**config.mk**
```make
export PLATFORM = sky130hd
export DESIGN_NAME = regfile_scan_ctrl
export DESIGN_NICKNAME = d
export VERILOG_FILES = /design/src/rtl/regfile_scan_ctrl_pkg.sv /design/src/rtl/regfile_scan_ctrl_shift_reg.sv /design/src/rtl/regfile_scan_ctrl.sv
export SDC_FILE = /design/constraint.sdc
export NUM_CORES = 1
export LEC_CHECK = 0
export CELL_PAD_IN_SITES_DETAIL_PLACEMENT = 1
export CELL_PAD_IN_SITES_GLOBAL_PLACEMENT = 1
export CORE_MARGIN = 8
export CORE_UTILIZATION = 29
export CTS_BUF_LIST = sky130_fd_sc_hd__clkbuf_2
export DETAILED_ROUTE_END_ITERATION = 10
export GPL_TIMING_DRIVEN = 0
export PLACE_DENSITY_LB_ADDON = 0.1
export SYNTH_ARGS = -nofsm -noshare
export SYNTH_HDL_FRONTEND = slang
export SYNTH_SLANG_ARGS = --single-unit
```
**constraint.sdc**
```tcl
create_clock -name clk -period 1.7 [get_ports clk]
set_input_delay 0.255 -clock clk [delete_from_list [all_inputs] [get_ports clk]]
set_output_delay 0.255 -clock clk [all_outputs]
set_load 0.02 [all_outputs]
```
**src/rtl/regfile_scan_ctrl_pkg.sv**
```systemverilog
// Shared definitions for the register-file scan controller: default sizes,
// FSM state encoding and a helper for address widths.
package regfile_scan_ctrl_pkg;

    // Native register width of the register file this block scans.
    localparam int WORD_LENGTH  = 32;
    // Default number of registers in the scan chain.
    localparam int DEFAULT_SIZE = 16;

    // Scan controller states. The NEXT decision is not a state of its own:
    // it is taken combinationally at the end of SHIFT (mode 0) or WRITE.
    typedef enum logic [2:0] {
        SCAN_IDLE  = 3'd0,
        SCAN_LOAD  = 3'd1,
        SCAN_SHIFT = 3'd2,
        SCAN_WRITE = 3'd3,
        SCAN_DONE  = 3'd4
    } scan_state_e;

    // Address width for n entries; never returns 0 so a one-entry
    // register file still gets a legal one-bit port.
    function automatic int addr_bits(input int n);
        return (n > 1) ? $clog2(n) : 1;
    endfunction

endpackage

```
**src/rtl/regfile_scan_ctrl_shift_reg.sv**
```systemverilog
// Parallel-load, serial-in/serial-out shift register. Bits leave at bit 0
// (LSB first) and new serial data enters at the top bit.
module scan_shift_reg #(
    parameter int WIDTH = 32
) (
    input  logic             clk,
    input  logic             rst,
    input  logic             load,
    input  logic             shift,
    input  logic [WIDTH-1:0] parIn,
    input  logic             sIn,
    output logic             sOut,
    output logic [WIDTH-1:0] parOut
);

    logic [WIDTH-1:0] data_q;
    logic [WIDTH-1:0] data_d;
    logic [WIDTH-1:0] shifted;

    // Right-shift network: each bit takes its upper neighbour, the top bit
    // takes the serial input.
    genvar gi;
    generate
        for (gi = 0; gi < WIDTH; gi++) begin : g_bit
            if (gi == WIDTH - 1) begin : g_top
                assign shifted[gi] = sIn;
            end else begin : g_mid
                assign shifted[gi] = data_q[gi + 1];
            end
        end
    endgenerate

    // Parallel load wins over shift; otherwise the contents hold.
    always_comb begin
        data_d = data_q;
        if (load) begin
            data_d = parIn;
        end else if (shift) begin
            data_d = shifted;
        end
    end

    // Storage with synchronous clear.
    always_ff @(posedge clk) begin
        if (rst) begin
            data_q <= '0;
        end else begin
            data_q <= data_d;
        end
    end

    assign sOut   = data_q[0];
    assign parOut = data_q;

endmodule

```
**src/rtl/regfile_scan_ctrl.sv**
```systemverilog
// Register-file scan controller: walks every register address, dumps each
// word serially (LSB first) and, in mode 1, writes back the word shifted in.
module regfile_scan_ctrl
    import regfile_scan_ctrl_pkg::*;
#(
    parameter int  SIZE  = DEFAULT_SIZE,
    parameter int  WIDTH = WORD_LENGTH,
    localparam int AW    = addr_bits(SIZE),
    localparam int CW    = $clog2(WIDTH) + 1
) (
    input  logic             clk,
    input  logic             rst,
    input  logic             start,
    input  logic             mode,
    input  logic             abort,
    input  logic             sEnable,
    input  logic             sIn,
    output logic             sOut,
    output logic             sValid,
    output logic             busy,
    output logic             done,
    output logic [AW-1:0]    rfReadAddr,
    input  logic [WIDTH-1:0] rfReadData,
    output logic             rfWriteEnable,
    output logic [AW-1:0]    rfWriteAddr,
    output logic [WIDTH-1:0] rfWriteData
);

    localparam logic [AW-1:0] LAST_ADDR = AW'(SIZE - 1);
    localparam logic [CW-1:0] LAST_BIT  = CW'(WIDTH - 1);

    scan_state_e      state_q, state_d;
    logic [AW-1:0]    addr_q,  addr_d;
    logic [CW-1:0]    count_q, count_d;
    logic             mode_q,  mode_d;
    logic             done_q,  done_d;

    logic             sr_load;
    logic             sr_shift;
    logic             sr_sout;
    logic [WIDTH-1:0] sr_par;
    logic             word_end;

    scan_shift_reg #(
        .WIDTH (WIDTH)
    ) u_shift (
        .clk    (clk),
        .rst    (rst),
        .load   (sr_load),
        .shift  (sr_shift),
        .parIn  (rfReadData),
        .sIn    (sIn),
        .sOut   (sr_sout),
        .parOut (sr_par)
    );

    // A word is finished after its last enabled bit (dump only) or after
    // its write-back cycle; the next address or DONE is chosen then.
    assign word_end = ((state_q == SCAN_SHIFT) && sEnable && (count_q == LAST_BIT) && !mode_q)
                    || (state_q == SCAN_WRITE);

    // Next-state, counters and shift-register controls.
    always_comb begin
        state_d  = state_q;
        addr_d   = addr_q;
        count_d  = count_q;
        mode_d   = mode_q;
        done_d   = 1'b0;
        sr_load  = 1'b0;
        sr_shift = 1'b0;

        case (state_q)
            SCAN_IDLE: begin
                if (start && !abort) begin
                    state_d = SCAN_LOAD;
                    addr_d  = '0;
                    mode_d  = mode;
                end
            end
            SCAN_LOAD: begin
                sr_load = 1'b1;
                count_d = '0;
                state_d = SCAN_SHIFT;
            end
            SCAN_SHIFT: begin
                if (sEnable) begin
                    sr_shift = 1'b1;
                    count_d  = count_q + CW'(1);
                    if ((count_q == LAST_BIT) && mode_q) begin
                        state_d = SCAN_WRITE;
                    end
                end
            end
            SCAN_WRITE: begin
                state_d = state_q;
            end
            SCAN_DONE: begin
                state_d = SCAN_IDLE;
                done_d  = 1'b1;
            end
            default: begin
                state_d = SCAN_IDLE;
            end
        endcase

        if (word_end) begin
            if (addr_q == LAST_ADDR) begin
                state_d = SCAN_DONE;
            end else begin
                addr_d  = addr_q + AW'(1);
                state_d = SCAN_LOAD;
            end
        end

        // Abort abandons any scan; a pending done pulse is dropped as well.
        if (abort && (state_q != SCAN_IDLE)) begin
            state_d = SCAN_IDLE;
            done_d  = 1'b0;
        end
    end

    // Controller state registers with synchronous clear.
    always_ff @(posedge clk) begin
        if (rst) begin
            state_q <= SCAN_IDLE;
            addr_q  <= '0;
            count_q <= '0;
            mode_q  <= 1'b0;
            done_q  <= 1'b0;
        end else begin
            state_q <= state_d;
            addr_q  <= addr_d;
            count_q <= count_d;
            mode_q  <= mode_d;
            done_q  <= done_d;
        end
    end

    // sOut follows the shift register's LSB throughout SHIFT so it stays
    // frozen while sEnable stalls the shift; it is forced low elsewhere.
    assign busy          = (state_q != SCAN_IDLE);
    assign done          = done_q;
    assign sValid        = (state_q == SCAN_SHIFT) && sEnable;
    assign sOut          = (state_q == SCAN_SHIFT) && sr_sout;
    assign rfReadAddr    = addr_q;
    assign rfWriteEnable = (state_q == SCAN_WRITE) && !abort && !rst;
    assign rfWriteAddr   = addr_q;
    assign rfWriteData   = sr_par;

endmodule
```
==> impl_results.rst <==
.. list-table::
   :header-rows: 1

   * - Metric
     - Value
   * - Die X
     - 102 um
   * - Clock Tree Root
     - sky130_fd_sc_hd__clkbuf_2
   * - Final worst slack
     - -0.0144 ns
   * - Combinational group share of total power
     - 19.5%
   * - Slew @ Worst Pin
     - 0.616 ns
   * - Headroom to the max-slew limit
     - 59.0%
   * - Count of fill cells added during filler insertion
     - 861
   * - CTS buffer count
     - 5
   * - Fraction of power consumed by sequential logic
     - 57.7%
   * - Hold-fix buffers, CTS
     - 0
   * - Setup repair after global routing missed its margin
     - true
   * - Count of vias placed by the detailed router
     - roughly 2.2k
   * - Sequential-to-total area share from yosys stat
     - between 40% and 50%
   * - Reg-to-reg slack, setup
     - 0.05 ns
   * - Top cell types by occurrence after synthesis
     - sky130_fd_sc_hd__dfxtp_1, sky130_fd_sc_hd__nand2_1, sky130_fd_sc_hd__a21oi_1, sky130_fd_sc_hd__a22oi_1, sky130_fd_sc_hd__nor2_1
   * - # DRC
     - 0
   * - Final estimated routing congestion in global placement
     - 0.758
   * - Total count of max-transition violations in the final report
     - 0
   * - Yosys cell types
     - between 40 and 50
   * - Number of DRC markers after the initial detailed-route iteration
     - 52
   * - Vias in the first global route
     - ~2.3k
   * - Worst endpoint data arrival time
     - 1.46 ns
   * - Number of nets in the layout
     - 400
   * - Most frequently used flop master after synthesis
     - sky130_fd_sc_hd__dfxtp_1
   * - Depth of the worst register-to-register path
     - 5
   * - Hold Path Cell Cnt
     - 2
   * - Hold Vio Cnt, Final
     - 0
   * - Combined buffer and inverter count along the critical path
     - 2
   * - Kind of end point of the critical path
     - output port
   * - Critical register-to-register path startpoint
     - count_q[0]
   * - Hold_sp
     - rst
   * - Starting density of the core
     - 29.9%
   * - Source-to-sink clock delay at the later pin of the worst-skew pair
     - 0.42 ns
   * - Max IR drop VDD
     - 251 uV
   * - Count of final setup violators
     - 1
   * - Post-CTS clock slew at the launch and capture registers of the worst setup and hold paths
     - 0.23 ns
   * - Clock network fraction of total power
     - 22.8%
   * - Sum Neg Setup Slack
     - -0.0144 ns
   * - Io pins
     - 84
   * - Total area of multi-input combinational cells
     - 0.00113 mm2
   * - Proportion of total power due to net switching
     - roughly 28%
   * - CTS tree
     - done
   * - H-Tree Depth
     - 2
   * - Ys async rst share
     - 0%
   * - Period minus WS final
     - 1.71 ns
   * - Failing checks
     - negative setup slack
   * - LEAKAGE
     - 0.00145 uW
   * - Net load switching power
     - ~580 uW
   * - Antenna-violating nets left
     - 0
   * - Fraction of layout instances using a drive strength above 1
     - approximately 22%
   * - # Max-Cap Violations
     - 0
   * - Critical Path Slowest Stage Cell
     - sky130_fd_sc_hd__dfxtp_4
   * - Type of the setup path with the least slack
     - flip-flop to output port
   * - Count of warnings emitted by yosys
     - 0
   * - Hold crit path type
     - input port to flip-flop
   * - Final period utilization
     - 101%
   * - Maximum number of pins on one net before global-route repair
     - 14
   * - Clock sink count
     - between 40 and 50
   * - Internal power contribution
     - 1450 uW
   * - Syn Std Cell Area
     - 0.00215 mm2
   * - Register Area
     - 960 um2
   * - Post-Synthesis Cells
     - 247
   * - Slowest stage delay, CP
     - a little over 0.4 ns
   * - Bufs on Longest Clock Path
     - 2
   * - Die Y
     - 102 um
   * - Mean instance size in the synthesized netlist
     - 8.72 um2
   * - HPWL after detailed placement
     - 5180 um
   * - Count of antenna diodes in the layout
     - 0
   * - Number of placement rows
     - 31
   * - Input/output buffers
     - 82
   * - Yosys top cell area share
     - around 44%
   * - Worst path top cell family by delay
     - flip-flops
   * - Worst-case hold path end point
     - state_q[2]
   * - Per-cell routed wire length
     - 15.8 um
   * - Highest attainable clock frequency
     - between 500 and 600 MHz
   * - Pre-Repair DR Iteration Count
     - 4
   * - Number of enable-type register cells in the synthesized netlist
     - 0
   * - Vias per std cell
     - 4.87
   * - Reg2reg end
     - rfReadAddr[2]
   * - Leading post-synthesis cells by cell area
     - sky130_fd_sc_hd__dfxtp_1, sky130_fd_sc_hd__a22oi_1, sky130_fd_sc_hd__a21oi_1
   * - Hold Worst Slack
     - 0.273 ns
   * - Ordered cell list for the critical path
     - buf_6 -> or3_4 -> buf_6
   * - Number of synthesized register bits
     - 47
   * - Area inside the core boundary
     - 0.00721 mm2
   * - Most common cell type on the critical path
     - sky130_fd_sc_hd__buf_6
   * - Synth Net Count
     - 288
   * - All-layer global routing usage
     - 13.9%
   * - Power density cells
     - 595 mW/mm2
   * - Library cell with the largest summed area after synthesis
     - sky130_fd_sc_hd__dfxtp_1
   * - Global-route wire length before repair
     - around 12000 um
   * - Data required time at the worst endpoint
     - 1.44 ns
   * - Library cell with the highest instance count after synthesis
     - sky130_fd_sc_hd__dfxtp_1
   * - Biggest fanout along the worst timing path
     - 4
   * - Area growth from synthesis to layout
     - 58.1%
   * - Initial antenna violation count
     - 0
   * - Area of the die
     - about 0.010 mm2
   * - Post-route clock skew
     - 0.0120 ns
   * - Critical path launch point type
     - flip-flop
   * - Overall routed net length
     - about 7200 um
   * - Run status
     - finished, violations left
   * - Total gr overflow
     - 0
==> layout by cell type (no fill, tap or decap), types with 2 or more instances in the layout <==
master / synthesis / final
sky130_fd_sc_hd__a21o_1: 2 / 2
sky130_fd_sc_hd__a21oi_1: 29 / 29
sky130_fd_sc_hd__a22oi_1: 24 / 24
sky130_fd_sc_hd__a31oi_1: 2 / 2
sky130_fd_sc_hd__and3_1: 4 / 3
sky130_fd_sc_hd__and3_4: 1 / 2
sky130_fd_sc_hd__buf_2: 7 / 4
sky130_fd_sc_hd__buf_4: 9 / 27
sky130_fd_sc_hd__buf_6: 2 / 13
sky130_fd_sc_hd__clkbuf_1: 5 / 5
sky130_fd_sc_hd__clkbuf_2: 0 / 7
sky130_fd_sc_hd__clkdlybuf4s50_1: 0 / 38
sky130_fd_sc_hd__dfxtp_1: 47 / 38
sky130_fd_sc_hd__dfxtp_2: 0 / 6
sky130_fd_sc_hd__dfxtp_4: 0 / 3
sky130_fd_sc_hd__dlygate4sd2_1: 0 / 40
sky130_fd_sc_hd__mux2i_1: 2 / 2
sky130_fd_sc_hd__nand2_1: 38 / 38
sky130_fd_sc_hd__nand2b_1: 2 / 2
sky130_fd_sc_hd__nand3_1: 3 / 3
sky130_fd_sc_hd__nand4_1: 2 / 2
sky130_fd_sc_hd__nor2_1: 13 / 11
sky130_fd_sc_hd__nor2_4: 1 / 2
sky130_fd_sc_hd__nor3_1: 11 / 10
sky130_fd_sc_hd__nor3b_1: 2 / 2
sky130_fd_sc_hd__o211a_1: 2 / 2
sky130_fd_sc_hd__o21ai_0: 3 / 3
sky130_fd_sc_hd__o22ai_1: 8 / 8
sky130_fd_sc_hd__xor2_1: 4 / 4
==> sequential cells by signal (all words and copies together) (netlist names) <==
register / count
u_shift.parOut: 32
count_q: 6
rfReadAddr: 4
state_q: 3
done: 1
mode_q: 1
==> cell type report <==
| type | instances | area share [%] |
|---|---|---|
| well taps | 99 | 3.64 |
| clock inverters | 1 | 0.147 |
| flip-flops and latches | 47 | 28.2 |
| inverters | 2 | 0.441 |
| repair buffers | 105 | 27.9 |
| multi-input cells | 175 | 33.3 |
| plain buffers | 23 | 5.40 |
| clock buffers | 7 | 1.03 |
==> power groups by stage <==
stage,Clock [uW],Sequential (uW),Combinational [uW]
after floorplan,0,1230,136
after global routing,545,1180,431
after detailed placement,0,1200,383
after global placement,0,1190,381
final,462,1170,395
after CTS,502,1170,378
==> worst max path at each step <==
stage	to	slack (ns)	cells after the start	start
6_report	busy	-0.01	3	state_q[1]
5_1_grt	busy	-0.09	3	state_q[1]
4_1_cts	sValid	-0.16	5	state_q[2]
3_5_place_dp	sValid	-0.75	6	sEnable
3_3_place_gp	sValid	-0.75	6	sEnable
2_1_floorplan	rfReadAddr[2]	0.09	5	count_q[0]
==> logic make-up after synthesis <==
kind of cell,count (synthesis),synth area share (%)
AO/OA/AOI/OAI,77,24.2
XOR/XNOR,4,1.63
adder cells (fa/ha/maj),2,1.16
buffers and inverters,25,7.03
flip-flops,47,43.7
multiplexers,2,0.929
AND/OR/NAND/NOR,90,21.4
==> per-layer routing <==
metal	up-vias	global-route usage, %	part of all wire [%]
li1	1114	-	-
met1	1056	17.2	45
met2	57	22.1	47
met3	10	4.63	6.7
met4	0	4.40	1.2
met5	-	0	0
==> what timing repair did <==
item                       4_1_cts  5_1_grt
setup endpoints to repair       45       30
cloned                           0        1
buffers inserted                12       11
resized for setup               88       18
pin swaps                        3        7
==> stage by stage <==
step	util [%]	setup slack [ns]	instances	cell area, um2	power [uW]
global placement	43.0	-0.745	428	3100	1580
finish	47.2	-0.0144	459	3410	2030
floorplan	-	0.0927	247	2150	1370
CTS	45.0	-0.160	448	3240	2050
global route	47.2	-0.0863	459	3410	2150
detailed placement	43.0	-0.755	428	3100	1580
Power figures use the tool's default switching activity.
